`src/rtl/mem_port_arbiter_if.sv`:
```
// Bus bundle between the two masters, the RAM and mem_port_arbiter.
// The slave modport is the arbiter's view; the master modport is the masters/RAM side.
interface mem_port_arbiter_if #(
  parameter int AW = 9,
  parameter int DW = 16
);
  logic [1:0]    cpu_cmd;
  logic [AW-1:0] cpu_addr;
  logic [DW-1:0] cpu_wdata;
  logic          cpu_gnt;
  logic          cpu_rvalid;
  logic [1:0]    dma_cmd;
  logic [AW-1:0] dma_addr;
  logic [DW-1:0] dma_wdata;
  logic          dma_lock;
  logic          dma_gnt;
  logic          dma_rvalid;
  logic [AW-1:0] ram_addr;
  logic          ram_write;
  logic [DW-1:0] ram_din;
  logic [DW-1:0] ram_dout;
  logic [DW-1:0] rdata;
  logic          cmd_err;

  modport slave (
    input  cpu_cmd, cpu_addr, cpu_wdata,
    input  dma_cmd, dma_addr, dma_wdata, dma_lock,
    input  ram_dout,
    output cpu_gnt, cpu_rvalid, dma_gnt, dma_rvalid,
    output ram_addr, ram_write, ram_din, rdata, cmd_err
  );

  modport master (
    output cpu_cmd, cpu_addr, cpu_wdata,
    output dma_cmd, dma_addr, dma_wdata, dma_lock,
    output ram_dout,
    input  cpu_gnt, cpu_rvalid, dma_gnt, dma_rvalid,
    input  ram_addr, ram_write, ram_din, rdata, cmd_err
  );
endinterface

```
`src/rtl/mem_port_arbiter.sv`:
```
// Round-robin arbiter sharing one synchronous-read RAM between the CPU and a DMA/loader port.
// DMA may hold the bus for up to MAX_BURST locked grants while the CPU waits.
//
//   state  | meaning
//   S_IDLE | no access granted last cycle
//   S_CPU  | CPU owned the RAM last cycle
//   S_DMA  | DMA owned the RAM last cycle
module mem_port_arbiter #(
  parameter int AW        = 9,
  parameter int DW        = 16,
  parameter int MAX_BURST = 4
) (
  input  logic           clk,
  input  logic           reset,
  mem_port_arbiter_if.slave bus
);
  localparam logic [1:0] MREAD   = 2'b01;
  localparam logic [1:0] MWRITE  = 2'b10;
  localparam logic [1:0] MILL    = 2'b11;
  localparam logic       OWN_CPU = 1'b0;
  localparam logic       OWN_DMA = 1'b1;
  localparam logic [3:0] BURST_MAX = 4'(MAX_BURST);

  typedef enum logic [1:0] {S_IDLE, S_CPU, S_DMA} state_t;

  state_t        state;
  logic          last_owner;
  logic [3:0]    burst_cnt;
  logic          rd_pending;
  logic          rd_owner;
  logic          cmd_err_q;

  logic          cpu_req, dma_req, dma_hold;
  logic          cpu_gnt, dma_gnt;
  logic [AW-1:0] addr_sel;
  logic [DW-1:0] din_sel;

  assign cpu_req  = (bus.cpu_cmd == MREAD) || (bus.cpu_cmd == MWRITE);
  assign dma_req  = (bus.dma_cmd == MREAD) || (bus.dma_cmd == MWRITE);
  assign dma_hold = (state == S_DMA) && bus.dma_lock && (burst_cnt < BURST_MAX);

  always_comb begin
    cpu_gnt = 1'b0;
    dma_gnt = 1'b0;
    if (cpu_req && !dma_req) begin
      cpu_gnt = 1'b1;
    end else if (dma_req && !cpu_req) begin
      dma_gnt = 1'b1;
    end else if (cpu_req && dma_req) begin
      if (dma_hold || (last_owner == OWN_CPU)) dma_gnt = 1'b1;
      else                                     cpu_gnt = 1'b1;
    end
  end

  // Idle cycles park the RAM address/data on the CPU side.
  assign addr_sel = dma_gnt ? bus.dma_addr  : bus.cpu_addr;
  assign din_sel  = dma_gnt ? bus.dma_wdata : bus.cpu_wdata;

  always_ff @(posedge clk or posedge reset) begin
    if (reset) begin
      state      <= S_IDLE;
      last_owner <= OWN_DMA;
      burst_cnt  <= 4'd0;
      rd_pending <= 1'b0;
      rd_owner   <= OWN_CPU;
      cmd_err_q  <= 1'b0;
    end else begin
      if (cpu_gnt)      state <= S_CPU;
      else if (dma_gnt) state <= S_DMA;
      else              state <= S_IDLE;

      if (cpu_gnt)      last_owner <= OWN_CPU;
      else if (dma_gnt) last_owner <= OWN_DMA;

      if (dma_gnt && bus.dma_lock) begin
        if (burst_cnt < BURST_MAX) burst_cnt <= burst_cnt + 4'd1;
      end else begin
        burst_cnt <= 4'd0;
      end

      rd_pending <= (cpu_gnt && bus.cpu_cmd == MREAD) || (dma_gnt && bus.dma_cmd == MREAD);
      rd_owner   <= dma_gnt ? OWN_DMA : OWN_CPU;

      if (bus.cpu_cmd == MILL || bus.dma_cmd == MILL) cmd_err_q <= 1'b1;
    end
  end

  assign bus.cpu_gnt    = cpu_gnt;
  assign bus.dma_gnt    = dma_gnt;
  assign bus.ram_addr   = addr_sel;
  assign bus.ram_din    = din_sel;
  assign bus.ram_write  = (cpu_gnt && bus.cpu_cmd == MWRITE) || (dma_gnt && bus.dma_cmd == MWRITE);
  assign bus.cpu_rvalid = rd_pending && (rd_owner == OWN_CPU);
  assign bus.dma_rvalid = rd_pending && (rd_owner == OWN_DMA);
  assign bus.rdata      = bus.ram_dout;
  assign bus.cmd_err    = cmd_err_q;
endmodule

```
`src/flat_wrapper.sv`:
```
// flat-port wrapper written by rule: the top's interface ports become plain ports
module mem_port_arbiter_flat 
#(
  parameter int AW        = 9,
  parameter int DW        = 16,
  parameter int MAX_BURST = 4
)
  (clk, reset, bus_cpu_cmd, bus_cpu_addr, bus_cpu_wdata, bus_dma_cmd, bus_dma_addr, bus_dma_wdata, bus_dma_lock, bus_ram_dout, bus_cpu_gnt, bus_cpu_rvalid, bus_dma_gnt, bus_dma_rvalid, bus_ram_addr, bus_ram_write, bus_ram_din, bus_rdata, bus_cmd_err);
  mem_port_arbiter_if #(.AW(AW), .DW(DW)) bus_i ();
  input  logic clk;
  input  logic reset;
  input wire logic [$bits(bus_i.cpu_cmd)-1:0] bus_cpu_cmd;
  input wire logic [$bits(bus_i.cpu_addr)-1:0] bus_cpu_addr;
  input wire logic [$bits(bus_i.cpu_wdata)-1:0] bus_cpu_wdata;
  input wire logic [$bits(bus_i.dma_cmd)-1:0] bus_dma_cmd;
  input wire logic [$bits(bus_i.dma_addr)-1:0] bus_dma_addr;
  input wire logic [$bits(bus_i.dma_wdata)-1:0] bus_dma_wdata;
  input wire logic [$bits(bus_i.dma_lock)-1:0] bus_dma_lock;
  input wire logic [$bits(bus_i.ram_dout)-1:0] bus_ram_dout;
  output wire logic [$bits(bus_i.cpu_gnt)-1:0] bus_cpu_gnt;
  output wire logic [$bits(bus_i.cpu_rvalid)-1:0] bus_cpu_rvalid;
  output wire logic [$bits(bus_i.dma_gnt)-1:0] bus_dma_gnt;
  output wire logic [$bits(bus_i.dma_rvalid)-1:0] bus_dma_rvalid;
  output wire logic [$bits(bus_i.ram_addr)-1:0] bus_ram_addr;
  output wire logic [$bits(bus_i.ram_write)-1:0] bus_ram_write;
  output wire logic [$bits(bus_i.ram_din)-1:0] bus_ram_din;
  output wire logic [$bits(bus_i.rdata)-1:0] bus_rdata;
  output wire logic [$bits(bus_i.cmd_err)-1:0] bus_cmd_err;
  assign bus_i.cpu_cmd = bus_cpu_cmd;
  assign bus_i.cpu_addr = bus_cpu_addr;
  assign bus_i.cpu_wdata = bus_cpu_wdata;
  assign bus_i.dma_cmd = bus_dma_cmd;
  assign bus_i.dma_addr = bus_dma_addr;
  assign bus_i.dma_wdata = bus_dma_wdata;
  assign bus_i.dma_lock = bus_dma_lock;
  assign bus_i.ram_dout = bus_ram_dout;
  assign bus_cpu_gnt = bus_i.cpu_gnt;
  assign bus_cpu_rvalid = bus_i.cpu_rvalid;
  assign bus_dma_gnt = bus_i.dma_gnt;
  assign bus_dma_rvalid = bus_i.dma_rvalid;
  assign bus_ram_addr = bus_i.ram_addr;
  assign bus_ram_write = bus_i.ram_write;
  assign bus_ram_din = bus_i.ram_din;
  assign bus_rdata = bus_i.rdata;
  assign bus_cmd_err = bus_i.cmd_err;
  mem_port_arbiter #(.AW(AW), .DW(DW), .MAX_BURST(MAX_BURST)) u_core (.clk(clk), .reset(reset), .bus(bus_i));
endmodule
```
`config.mk`:
```
export PLATFORM = sky130hd
export DESIGN_NAME = mem_port_arbiter_flat
export DESIGN_NICKNAME = d
export VERILOG_FILES = /design/src/rtl/mem_port_arbiter_if.sv /design/src/rtl/mem_port_arbiter.sv /design/src/flat_wrapper.sv
export SDC_FILE = /design/constraint.sdc
export NUM_CORES = 1
export LEC_CHECK = 0
export CORE_MARGIN = 5
export CORE_UTILIZATION = 28
export DETAILED_ROUTE_END_ITERATION = 8
export PLACE_DENSITY = 0.82
export SLEW_MARGIN = 20
export SYNTH_ARGS = -nofsm -noshare
export SYNTH_HDL_FRONTEND = slang
export SYNTH_SLANG_ARGS = --single-unit
```
`constraint.sdc`:
```
create_clock -name clk -period 1.91 [get_ports clk]
set_input_delay 0.191 -clock clk [delete_from_list [all_inputs] [get_ports clk]]
set_output_delay 0.191 -clock clk [all_outputs]
set_load 0.02 [all_outputs]
```
==> reports/qor.yml <==
status: "complete, but fails checks"
violations: "negative setup slack"
internal_power_mw: 0.998
drc_errors: 0
path_buf_inv: 4
numCtsBuffers: 3
drt_first_iter_violations: 25
drt-pass1-iter-count: 4
dpl.hpwl_mm: 3.21
total_power_mw: 1.48
finalWirelength_mm: 3.84
critPathMaxStageDelay_ps: 310
worst_pin_slew_ps: 421
syn_area_per_cell_um2: 11.8
yosysUniqueCellTypes: 26
path_max_fanout: 8
yosys_register_bits: 10
cpLargestDelayFamily: "buffers and inverters"
fill_cells: 299
gp_congestion: 0.860
clk_latency_ps: 230
die_h_um: 71.3
fin_ws_ps: -56.2
fin_tns_setup_ps: -813
finClkSkew_ps: 1.20
rrSetupSlack_ps: 380
rows: 22
cts_sinks: 10
fin_crit_sh_pct: 103
fp.coreArea_um2: 3660
synthMuxAreaShare_pct: 33.8
die_x_um: 71.3
syn_inst: 89
critical_path_class: "in -> out"
required_ps: 1720
p_sw_share_pct: 32.7
maxCapViolCount: 0
start_util_pct: 28.8
die_area_um2: 5090
finalNetCount: 265
crit-reg2reg-launch: "u_core.last_owner$_DFFE_PP1P_"
grt_pass1_vias: 1143
endpoint_kind: "primary output"
startpoint_type: "input pin"
power_density_nw_per_um2: 699
grt-ovfl-total: 0
grt_max_degree: 11
worstHoldPathType: "in -> async"
cts_buffer_depth: 2
root_buffer: "clkbuf_8"
placed_cell_area_um2: 1990
synth_top_family_by_area: "multiplexers"
postLayoutCellArea_um2: 2120
peakVddDrop_v: 0.000372
reg2regPathDepth: 5
setup_viol: 21
period_needed_ps: 1970
ioPinCount: 120
yosysWarnings: 0
ant_nets: 0
synth_compound_area_share_pct: 9.62
pwr-share-comb_pct: 64.8
worst_ep_arrival_time_ps: 1780
portBuffers: 87
rsz0062_at_grt: "true"
drt-vias-per-instance: 4.51
seqCellArea_um2: 251
slew_viol_final: 0
synthAdderAreaFrac_pct: 8.31
num_vias: 1047
syn_area_um2: 1050
crit_path_frequent_cell: "buf_2"
grt_pass1_wl_mm: 5.66
pwr-share-clk_pct: 17.6
slowest_stage: "mux2_2"
switchingPower_mw: 0.485
synth_fp_nets: 169
synth_xor_area_share_pct: 0
hold_violations: 0
synthSimpleGateAreaFrac_pct: 7.48
diodes: 0
multi_input_area_um2: 678
htreeDepth: 1
wl_per_cell_um: 16.6
cts_tree: "yes"
area_delta_synth_final_pct: 101
ys_seq_area_share_pct: 23.9
max_freq_ghz: 0.509
antenna_found_initial: 0
slew_headroom_pct: 71.2
clkSlewWorstSetupHoldPaths_ps: 50
seq_power_share_pct: 17.6
grt.total_usage_pct: 14.0
p_leak_nw: 0.991
drive_gt1_share_pct: 50.0
path_cells: "buf_2, inv_2, ha_4, and2b_2, o2bb2ai_4, buf_4, mux2_2, buf_2"
r2r-end: "u_core.burst_cnt[0]$_DFFE_PP0P_"
## cells in the mapped netlist (all sizes together)
cell type / number / area [um^2]
and2: 1 / 6.26
a221o: 1 / 10.0
ha: 7 / 87.6
a211oi: 1 / 7.51
nor2: 2 / 7.51
nand3b: 1 / 7.51
dfstp: 1 / 26.3
mux2: 26 / 357
o2bb2ai: 2 / 36.3
a2111oi: 1 / 8.76
nand2b: 1 / 6.26
or3: 1 / 6.26
a21oi: 1 / 5.00
nor3: 3 / 15.0
a22o: 3 / 26.3
buf: 18 / 155
inv: 6 / 22.5
nor2b: 1 / 6.26
and4bb: 1 / 16.3
dfrtp: 9 / 225
o21a: 1 / 7.51
and2b: 1 / 7.51
## cells by family (layout without fill, tap and decap cells)
group	count (synthesis)	in the layout
mux	26	26
flops	10	10
buf+inv	24	119
fa+ha+maj	7	7
compound gates	10	10
simple gates	12	12
## placed cells by master, fill, tap and decap left out, drive strengths merged
| master | count |
|---|---|
| o2bb2ai | 2 |
| nor2b | 1 |
| a211oi | 1 |
| and4bb | 1 |
| dfstp | 1 |
| and2b | 1 |
| nor2 | 2 |
| nand3b | 1 |
| nor3 | 3 |
| or3 | 1 |
| a221o | 1 |
| dlygate4sd2 | 1 |
| clkdlybuf4s50 | 54 |
| a2111oi | 1 |
| clkbuf | 5 |
| clkdlybuf4s15 | 2 |
| and2 | 1 |
| inv | 6 |
| o21a | 1 |
| dfrtp | 9 |
| nand2b | 1 |
| mux2 | 26 |
| buf | 51 |
| a22o | 3 |
| a21oi | 1 |
| ha | 7 |
## how the worst max path moves through the flow
stage / cells after the start / endpoint / start / slack [ps]
after floorplan: 6 / bus_ram_addr[0] / bus_dma_cmd[0] / 40
after global placement: 8 / bus_ram_din[8] / bus_dma_cmd[0] / -870
after detailed placement: 8 / bus_ram_din[3] / bus_dma_cmd[0] / -890
after CTS: 5 / bus_ram_din[3] / u_core.state[0]$_DFF_PP0_ / -60
after global routing: 5 / bus_ram_din[2] / u_core.state[0]$_DFF_PP0_ / -120
final: 8 / bus_ram_din[2] / bus_cpu_cmd[0] / -60
## worst register-to-register path: stages, from the launching register on
cell	delay, ps
dfstp_2	360
and2b_2	210
buf_4	150
a2111oi_0	420
buf_4	190
mux2_2	130
## per-layer routing
layer	vias up	track usage, %	wire, um
met1	495	15.9	1540
li1	490	-	-
met2	60	26.3	1920
met4	0	3.13	17
met3	2	3.09	361
met5	-	0	0
## power by group through the flow
stage                     Combinational (mW)  Clock [mW]  Sequential (mW)
after global placement                 0.882           0            0.261
after global routing                    1.01       0.281            0.265
after detailed placement               0.895           0            0.264
after floorplan                        0.525           0            0.261
final                                  0.961       0.261            0.260
after CTS                              0.960       0.269            0.261
## per-stage QoR
step                utilization, %  setup slack, ps  hold WS, ps  cells
finish                        57.9            -56.2          246    232
global route                  57.9             -121          290    232
CTS                           57.9            -64.4          262    232
detailed placement            54.4             -891          382    227
global placement              54.4             -866          382    227
floorplan                        -             41.3         30.5     89
## registers in the layout (all words and copies together) (netlist names)
name / flops
u_core.state: 2
u_core.bus.cmd_err: 1
u_core.rd_pending: 1
u_core.rd_owner: 1
u_core.burst_cnt: 4
u_core.last_owner: 1
## repair_timing
| item | 4_1_cts | 5_1_grt |
|---|---|---|
| endpoints found under the setup margin | 30 | 27 |
| pin swaps | 4 | 0 |
| setup buffers | 1 | 0 |
| hold buffers | 0 | 0 |
| gates resized for setup | 184 | 4 |
| gates cloned | 0 | 0 |
## cell type report
type	instances	share of cell area (%)
Timing Repair Buffer	109	49.6
Multi-Input combinational cell	55	32.0
Sequential cell	10	11.9
Tap cell	48	2.83
Clock buffer	4	2.60
Inverter	6	1.06
(Power assumes the default switching activity.)
